File: config.mk
export PLATFORM = sky130hd
export DESIGN_NAME = alu_result_pipe_flat
export DESIGN_NICKNAME = d
export VERILOG_FILES = /design/src/rtl/alu_result_pipe_if.sv /design/src/rtl/alu_result_pipe.sv /design/src/flat_wrapper.sv
export SDC_FILE = /design/constraint.sdc
export NUM_CORES = 1
export LEC_CHECK = 0
export BUFFER_PORTS_ARGS = -buffer_cell sky130_fd_sc_hd__buf_2
export CAP_MARGIN = 20
export CORE_ASPECT_RATIO = 1.25
export CORE_MARGIN = 2
export CORE_UTILIZATION = 57
export DETAILED_ROUTE_END_ITERATION = 7
export PLACE_DENSITY = 0.84
export SETUP_SLACK_MARGIN = 0.5
export SLEW_MARGIN = 25
export SYNTH_ARGS = -nofsm -noshare
export SYNTH_HDL_FRONTEND = slang
export SYNTH_SLANG_ARGS = --single-unit
File: constraint.sdc
create_clock -name clk -period 3.1 [get_ports clk]
set_clock_uncertainty 0.1 [all_clocks]
set_input_delay 0.465 -clock clk [delete_from_list [all_inputs] [get_ports clk]]
set_output_delay 0.465 -clock clk [all_outputs]
set_load 0.005 [all_outputs]
File: src/rtl/alu_result_pipe_if.sv
// Purpose : operand/result handshake bundle for the registered ALU stage.
// Latency : n/a (wires only).
// Backpressure: in_valid/in_ready upstream, out_valid/out_ready downstream.
// Ports   : master drives operands and out_ready; slave (the ALU stage)
//           drives in_ready, result, flags and the debug op counter.
interface alu_result_pipe_if #(
   parameter int WIDTH = 4,
   parameter int CNT_W = 8
);
   logic             in_valid;
   logic             in_ready;
   logic [WIDTH-1:0] A;
   logic [WIDTH-1:0] B;
   logic [2:0]       op;
   logic             out_valid;
   logic             out_ready;
   logic [WIDTH-1:0] result;
   logic             zero;
   logic             negative;
   logic             carry;
   logic             overflow;
   logic [CNT_W-1:0] op_count;

   modport master (
      output in_valid, A, B, op, out_ready,
      input  in_ready, out_valid, result, zero, negative, carry, overflow, op_count
   );

   modport slave (
      input  in_valid, A, B, op, out_ready,
      output in_ready, out_valid, result, zero, negative, carry, overflow, op_count
   );
endinterface

File: src/rtl/alu_result_pipe.sv
// Purpose : two-register ALU stage (operand reg -> compute -> result/flag reg).
// Latency : 2 edges from the accepting edge path: operands captured, then result captured.
// Backpressure: holds at most 2 ops; in_ready drops only when both stages are full and out_ready=0.
// Ports   : clk, rst_n (async active-low); bus = slave side of alu_result_pipe_if
//           (in_valid/in_ready/A/B/op in, out_valid/out_ready/result/flags/op_count out).
module alu_result_pipe #(
   parameter int WIDTH = 4,
   parameter int CNT_W = 8
) (
   input logic              clk,
   input logic              rst_n,
   alu_result_pipe_if.slave bus
);

   localparam int MSB = WIDTH - 1;

   localparam logic [2:0] OP_AND = 3'b000;
   localparam logic [2:0] OP_OR  = 3'b001;
   localparam logic [2:0] OP_XOR = 3'b010;
   localparam logic [2:0] OP_NOT = 3'b011;
   localparam logic [2:0] OP_ADD = 3'b100;
   localparam logic [2:0] OP_SUB = 3'b101;
   localparam logic [2:0] OP_SHL = 3'b110;
   localparam logic [2:0] OP_SHR = 3'b111;

   // stage 1: registered operands
   logic             s1_valid;
   logic [WIDTH-1:0] s1_a;
   logic [WIDTH-1:0] s1_b;
   logic [2:0]       s1_op;

   // stage 2: registered result and flags, drive the outputs directly
   logic             s2_valid;
   logic [WIDTH-1:0] s2_result;
   logic             s2_zero;
   logic             s2_negative;
   logic             s2_carry;
   logic             s2_overflow;
   logic [CNT_W-1:0] op_count;

   logic s2_ready;
   logic s1_ready;

   // combinational ALU on stage-1 contents
   logic [WIDTH:0]   sum_ext;
   logic [WIDTH:0]   diff_ext;
   logic [WIDTH-1:0] nxt_result;
   logic             nxt_carry;
   logic             nxt_overflow;

   assign s2_ready = !s2_valid || bus.out_ready;
   assign s1_ready = !s1_valid || s2_ready;

   // extra top bit holds carry-out for ADD and borrow for SUB
   assign sum_ext  = {1'b0, s1_a} + {1'b0, s1_b};
   assign diff_ext = {1'b0, s1_a} - {1'b0, s1_b};

   always_comb begin
      nxt_result   = '0;
      nxt_carry    = 1'b0;
      nxt_overflow = 1'b0;
      case (s1_op)
         OP_AND: nxt_result = s1_a & s1_b;
         OP_OR:  nxt_result = s1_a | s1_b;
         OP_XOR: nxt_result = s1_a ^ s1_b;
         OP_NOT: nxt_result = ~s1_a;
         OP_ADD: begin
            nxt_result   = sum_ext[MSB:0];
            nxt_carry    = sum_ext[WIDTH];
            // like-signed operands giving a different-signed sum
            nxt_overflow = (s1_a[MSB] == s1_b[MSB]) && (sum_ext[MSB] != s1_a[MSB]);
         end
         OP_SUB: begin
            nxt_result   = diff_ext[MSB:0];
            nxt_carry    = diff_ext[WIDTH];
            // unlike-signed operands where the difference loses A's sign
            nxt_overflow = (s1_a[MSB] != s1_b[MSB]) && (diff_ext[MSB] != s1_a[MSB]);
         end
         OP_SHL: begin
            nxt_result = {s1_a[MSB-1:0], 1'b0};
            nxt_carry  = s1_a[MSB];
         end
         OP_SHR: begin
            nxt_result = {1'b0, s1_a[MSB:1]};
            nxt_carry  = s1_a[0];
         end
         default: nxt_result = '0;
      endcase
   end

   always_ff @(posedge clk or negedge rst_n) begin
      if (!rst_n) begin
         s1_valid <= 1'b0;
         s1_a     <= '0;
         s1_b     <= '0;
         s1_op    <= '0;
      end else begin
         if (s1_ready) begin
            s1_valid <= bus.in_valid;
         end
         if (bus.in_valid && s1_ready) begin
            s1_a  <= bus.A;
            s1_b  <= bus.B;
            s1_op <= bus.op;
         end
      end
   end

   always_ff @(posedge clk or negedge rst_n) begin
      if (!rst_n) begin
         s2_valid    <= 1'b0;
         s2_result   <= '0;
         s2_zero     <= 1'b0;
         s2_negative <= 1'b0;
         s2_carry    <= 1'b0;
         s2_overflow <= 1'b0;
      end else begin
         if (s2_ready) begin
            s2_valid <= s1_valid;
         end
         // result regs keep their value when stage 2 drains, so the bus stays quiet
         if (s1_valid && s2_ready) begin
            s2_result   <= nxt_result;
            s2_zero     <= (nxt_result == '0);
            s2_negative <= nxt_result[MSB];
            s2_carry    <= nxt_carry;
            s2_overflow <= nxt_overflow;
         end
      end
   end

   always_ff @(posedge clk or negedge rst_n) begin
      if (!rst_n) begin
         op_count <= '0;
      end else if (s2_valid && bus.out_ready) begin
         op_count <= op_count + CNT_W'(1);
      end
   end

   assign bus.in_ready  = s1_ready;
   assign bus.out_valid = s2_valid;
   assign bus.result    = s2_result;
   assign bus.zero      = s2_zero;
   assign bus.negative  = s2_negative;
   assign bus.carry     = s2_carry;
   assign bus.overflow  = s2_overflow;
   assign bus.op_count  = op_count;

endmodule

File: src/flat_wrapper.sv
// flat-port wrapper written by rule: the top's interface ports become plain ports
module alu_result_pipe_flat 
#(
   parameter int WIDTH = 4,
   parameter int CNT_W = 8
)
  (clk, rst_n, bus_in_valid, bus_A, bus_B, bus_op, bus_out_ready, bus_in_ready, bus_out_valid, bus_result, bus_zero, bus_negative, bus_carry, bus_overflow, bus_op_count);
  alu_result_pipe_if #(.WIDTH(WIDTH), .CNT_W(CNT_W)) bus_i ();
  input logic clk;
  input logic rst_n;
  input wire logic [$bits(bus_i.in_valid)-1:0] bus_in_valid;
  input wire logic [$bits(bus_i.A)-1:0] bus_A;
  input wire logic [$bits(bus_i.B)-1:0] bus_B;
  input wire logic [$bits(bus_i.op)-1:0] bus_op;
  input wire logic [$bits(bus_i.out_ready)-1:0] bus_out_ready;
  output wire logic [$bits(bus_i.in_ready)-1:0] bus_in_ready;
  output wire logic [$bits(bus_i.out_valid)-1:0] bus_out_valid;
  output wire logic [$bits(bus_i.result)-1:0] bus_result;
  output wire logic [$bits(bus_i.zero)-1:0] bus_zero;
  output wire logic [$bits(bus_i.negative)-1:0] bus_negative;
  output wire logic [$bits(bus_i.carry)-1:0] bus_carry;
  output wire logic [$bits(bus_i.overflow)-1:0] bus_overflow;
  output wire logic [$bits(bus_i.op_count)-1:0] bus_op_count;
  assign bus_i.in_valid = bus_in_valid;
  assign bus_i.A = bus_A;
  assign bus_i.B = bus_B;
  assign bus_i.op = bus_op;
  assign bus_i.out_ready = bus_out_ready;
  assign bus_in_ready = bus_i.in_ready;
  assign bus_out_valid = bus_i.out_valid;
  assign bus_result = bus_i.result;
  assign bus_zero = bus_i.zero;
  assign bus_negative = bus_i.negative;
  assign bus_carry = bus_i.carry;
  assign bus_overflow = bus_i.overflow;
  assign bus_op_count = bus_i.op_count;
  alu_result_pipe #(.WIDTH(WIDTH), .CNT_W(CNT_W)) u_core (.clk(clk), .rst_n(rst_n), .bus(bus_i));
endmodule
# After elaboration in Yosys (flattened, before gate mapping)
# Cells that the tools add are included.
# word_totals
wordCells	43
ram_bits	0
rom_bits	0
latchBits	0
memories	0
ff_bits	29
input_bits	15
out_inout_bits	18
# classes
n_shift	0
div_mod_pow	0
n_reduce_logical	11
addsub	3
bitwise	4
n_lt_le_gt_ge	0
muxes	3
multipliers	0
eq_ne	11
# op_table
op	count
$pmux W4 S8	1
$eq A3 B3 Y1 const B	4
$add A8 B1 Y8 const B	1
$eq A3 B2 Y1 const B	2
$add A4 B4 Y5	1
$logic_and A1 B1 Y1	5
$sub A4 B4 Y5	1
$and A4 B4 Y4	1
$logic_not A4 Y1	1
$not A4 Y4	1
$or A4 B4 Y4	1
$pmux W1 S4	1
$xor A4 B4 Y4	1
$eq A3 B1 Y1 const B	1
$logic_not A3 Y1	1
$ne A1 B1 Y1	3
$logic_not A1 Y1	2
$logic_or A1 B1 Y1	2
$pmux W1 S2	1
$eq A1 B1 Y1	1

# Depth between registers and ports, before layout
# depth
ltp_word	4
depth_mapped	8
mapped_depth_nobuf	8

# Worst setup path after synthesis
# OpenSTA, ideal clock, no wires.
# synth_path
path_type	reg2reg
startpoint	register u_core.s1_a[0]
endpoint	register u_core.s2_zero (netlist: u_core.bus.zero)
setup_ns	0.104
slack_ns	1.048
synth_period_minus_slack_ns	2.052
path_stages_with_launch	7
arrival_time_ns	1.849
required_ns	2.896
path_buffers	0
cell_sequence	dfrtp_1 -> ha_1 -> fa_1 -> xor2_1 -> a311oi_1 -> o21ai_1 -> o41ai_2
# synth_between
elab_chain_len	3
word_cells_on_any_way	8
classes_between	2 x add/sub; 1 x mux; 4 x bitwise; 1 x reduce/logical
# synth_lines
element	line_no	rtl
from (decl)	alu_result_pipe.sv:28	logic [WIDTH-1:0] s1_a;
from (signal assigned)	alu_result_pipe.sv:102	s1_a <= bus.A;
$sub A4 B4 Y5 (tied with other cells)	alu_result_pipe.sv:56	assign diff_ext = {1'b0, s1_a} - {1'b0, s1_b};
$pmux W4 S8 (*)	alu_result_pipe.sv:62	case (s1_op)
$logic_not A4 Y1 (*)	alu_result_pipe.sv:124	s2_zero <= (nxt_result == '0);
to (signal assigned)	alu_result_pipe.sv:124	
to (decl)	alu_result_pipe.sv:35	logic s2_zero;
# Every way passes the cells marked *; elsewhere a longest branch is shown, timed or not.
# A chain may end at the register's enable or synchronous reset.

# Final worst setup path
# Ends and elaborated chain as after synthesis.

==> flow_summary.yaml <==
pwr:
  switching_share_pct: 36.90
  vdd_ir_drop_max_uv: 509.5
  power.density_nw_per_um2: 638.5
  combPwrFrac_pct: 39.0
  switchingPower_w: 0.0004710
  seqPwrFrac_pct: 46.1
  leakage_nw: 0.9727
  power_frac_clock_pct: 14.9
  p_int_w: 0.0008057
clock_network:
  numCtsBuffers: 3
  clock_latency_ps: 270
  cts_tree: "yes"
  postCtsHoldBufs: 0
  clockBufferDepth: 2
  clkSlewWorstSetupHoldPaths_ps: 90
  cts_resized: 0
  root_buffer: "clkbuf_8"
  cts_setup_buffers: 0
  cts_sinks: 28
  htreeDepth: 1
worst_hold_path:
  worstHoldPathType: "in2async"
synthesis:
  synth_area_sq_um: 1831
  synthDistinctLibCells: 46
  syn_inst: 179
  yosysWarnings: 0
  syn_nets: 209
  ys_seq_area_share_pct: 38.28
  syn_area_per_cell_sq_um: 10.23
  synth-async-reset-ratio_pct: 100.0
  synth_edf_count: 0
  ys_ff_latch: 28
  synth_ff_type: "dfrtp_1"
routing:
  drt-initial-drc-count: 46
  via_per_inst: 5.804
  wl_per_cell_microns: 14.71
  ant_nets: 0
  vias: 1393
  drtPass1Iterations: 4
  drc_errors: 0
  totalWireLength_mm: 3.531
setup_path:
  cp-start-kind: "flop"
  cp_top_family: "compound AO/OA/AOI/OAI gates"
  slowest_stage: "dfrtp_1"
  critPathBufInv: 1
  crit_chain: "inv_1, ha_1, fa_1, xnor2_1, o21ai_0, a31oi_1, o21ai_1, o41ai_2"
  max_stage_delay_ps: 440
  cp_max_fo: 6
  cp_data_required_time_ps: 3170
  crit_type: "reg2reg"
  arrival_ps: 2400
  crit_path_end_kind: "flop"
status:
  outcome: "finished clean"
final_layout:
  fillers: 259
  regArea_sq_um: 700.7
  final_common_cell: "buf_2"
  syn_to_final_growth_pct: 9.228
  multi_input_area_sq_um: 1006
  final_cells: 240
  final_cell_mix: "32 x buf_2, 28 x dfrtp_1, 17 x nand2_1, 14 x mux2_2, 13 x ha_1"
  nets: 235
  drive_gt1_share_pct: 26.60
  diodes: 0
die:
  dieArea_sq_um: 3684
  rows: 23
  dieWidth_microns: 54.69
  ios: 33
  initial_core_util_pct: 58.36
  core-area_sq_um: 3137
  die_height_microns: 67.36
timing:
  hold_viol: 0
  fmax_ghz: 0.4289
  drv_slew: 0
  max_slew.worst_pin.slew_ps: 710.7
  finalSetupViolations: 0
  min_period_ps: 2332
  finalCritPeriodShare_pct: 75.22
  rsz0062_at_grt: "false"
  whs_ps: 94.85
  tns_ps: 0
  relSlewSlack_pct: 52.62
job:
  maxCapViolCount: 0
grt:
  grt-ovfl-total: 0
  grt_pass1_wl_mm: 5.761
  grt.total_usage_pct: 21.53
  grt_pass1_vias: 1337
  grt_antenna_before_repair: 0
  grt_max_degree: 29
placement:
  routabilityCongestion: 0.8573
  post-dp-hpwl_mm: 2.723
  dp_cells: 237
  io_buffers: 32
## power groups by stage
| stage | logic [W] | clock network, W | registers [W] |
|---|---|---|---|
| 2_1_floorplan | 0.000389 | 0 | 0.000554 |
| 3_3_place_gp | 0.000486 | 0 | 0.000586 |
| 3_5_place_dp | 0.000502 | 0 | 0.000592 |
| 4_1_cts | 0.000502 | 0.000198 | 0.000587 |
| 5_1_grt | 0.000554 | 0.000212 | 0.000603 |
| 6_report | 0.000498 | 0.000191 | 0.000588 |
## path summary, 6_finish.rpt
| path | from | to | slack (ps) | cells after the start |
|---|---|---|---|---|
| max | u_core.s1_a[0] | u_core.bus.zero | 770 | 8 |
| min | rst_n | u_core.bus.op_count[7] | 90 | 1 |
| max reg2reg | u_core.s1_a[0] | u_core.bus.zero | 770 | 8 |
| min reg2reg | u_core.bus.op_count[7] | u_core.bus.op_count[7] | 370 | 1 |
| max in group asynchronous | rst_n | u_core.bus.op_count[0] | 2420 | 1 |
| min in group clk | bus_in_valid | u_core.s1_valid | 310 | 2 |
## kinds of logic (layout without fill, tap and decap cells)
| logic type | Yosys count | in the layout | share of synthesized area [%] |
|---|---|---|---|
| compound gates | 35 | 35 | 14.29 |
| xor+xnor | 11 | 11 | 5.264 |
| fa+ha+maj | 15 | 15 | 11.07 |
| buf+inv | 23 | 47 | 6.766 |
| flops | 28 | 28 | 38.28 |
| mux | 21 | 21 | 12.44 |
| simple gates | 46 | 46 | 11.89 |
## worst register-to-register path, cell delays in order, from the launching register on
cell     delay (ps)
dfrtp_1         440
inv_1            90
ha_1            220
fa_1            430
xnor2_1         160
o21ai_0          90
a31oi_1         180
o21ai_1         150
o41ai_2         370
## synth_stat cells, types with 2 or more instances
cell type	instances	area share, %
nand4_1	2	0.68
nand2_1	17	3.5
inv_1	12	2.5
a31oi_1	4	1.4
nor3_1	3	0.82
nand2b_1	4	1.4
xnor2_1	8	3.8
a2111oi_0	2	0.96
a21oi_1	2	0.55
nor2_1	11	2.3
nand3_1	3	0.82
buf_4	3	1.2
buf_6	3	1.8
buf_2	3	0.82
o21ai_0	6	1.6
mux2i_1	7	3.8
ha_1	13	8.9
xor2_1	3	1.4
dfrtp_1	28	38
fa_1	2	2.2
o21bai_1	2	0.82
mux2_2	14	8.6
o21ai_1	3	0.82
a21o_1	2	0.82
## flip-flops by register name, indices dropped and copies added, names as in the netlist
| name | count |
|---|---|
| u_core.bus.op_count | 8 |
| u_core.s1_a | 4 |
| u_core.s1_b | 4 |
| u_core.bus.result | 3 |
| u_core.s1_op | 3 |
| u_core.bus.carry | 1 |
| u_core.bus.negative | 1 |
| u_core.bus.out_valid | 1 |
| u_core.bus.overflow | 1 |
| u_core.bus.zero | 1 |
| u_core.s1_valid | 1 |
## metrics by stage
stage | cell area [sq um] | util (%) | worst slack [ps] | power [W]
finish | 1999 | 63.74 | 768.2 | 0.001277
global route | 1999 | 63.74 | 630.1 | 0.001369
CTS | 1999 | 63.74 | 767.6 | 0.001288
detailed placement | 1958 | 62.43 | 808.7 | 0.001094
global placement | 1958 | 62.43 | 827.8 | 0.001072
floorplan | 1831 | - | 1048 | 0.0009431
## area by class of cell
| type | count | area share [%] |
|---|---|---|
| clock buffer | 3 | 2.065 |
| inverter | 12 | 2.253 |
| multi-input combinational | 128 | 50.31 |
| sequential | 28 | 35.04 |
| tap | 37 | 2.315 |
| timing repair buffer | 32 | 8.010 |
## per-layer routing
metal	up-vias	part of all wire, %	global-route usage (%)
li1	667	-	-
met5	-	0	0
met3	9	3.3	2.655
met2	34	53	38.39
met4	0	2.1	8.125
met1	683	42	25.50
(Power assumes the default switching activity.)
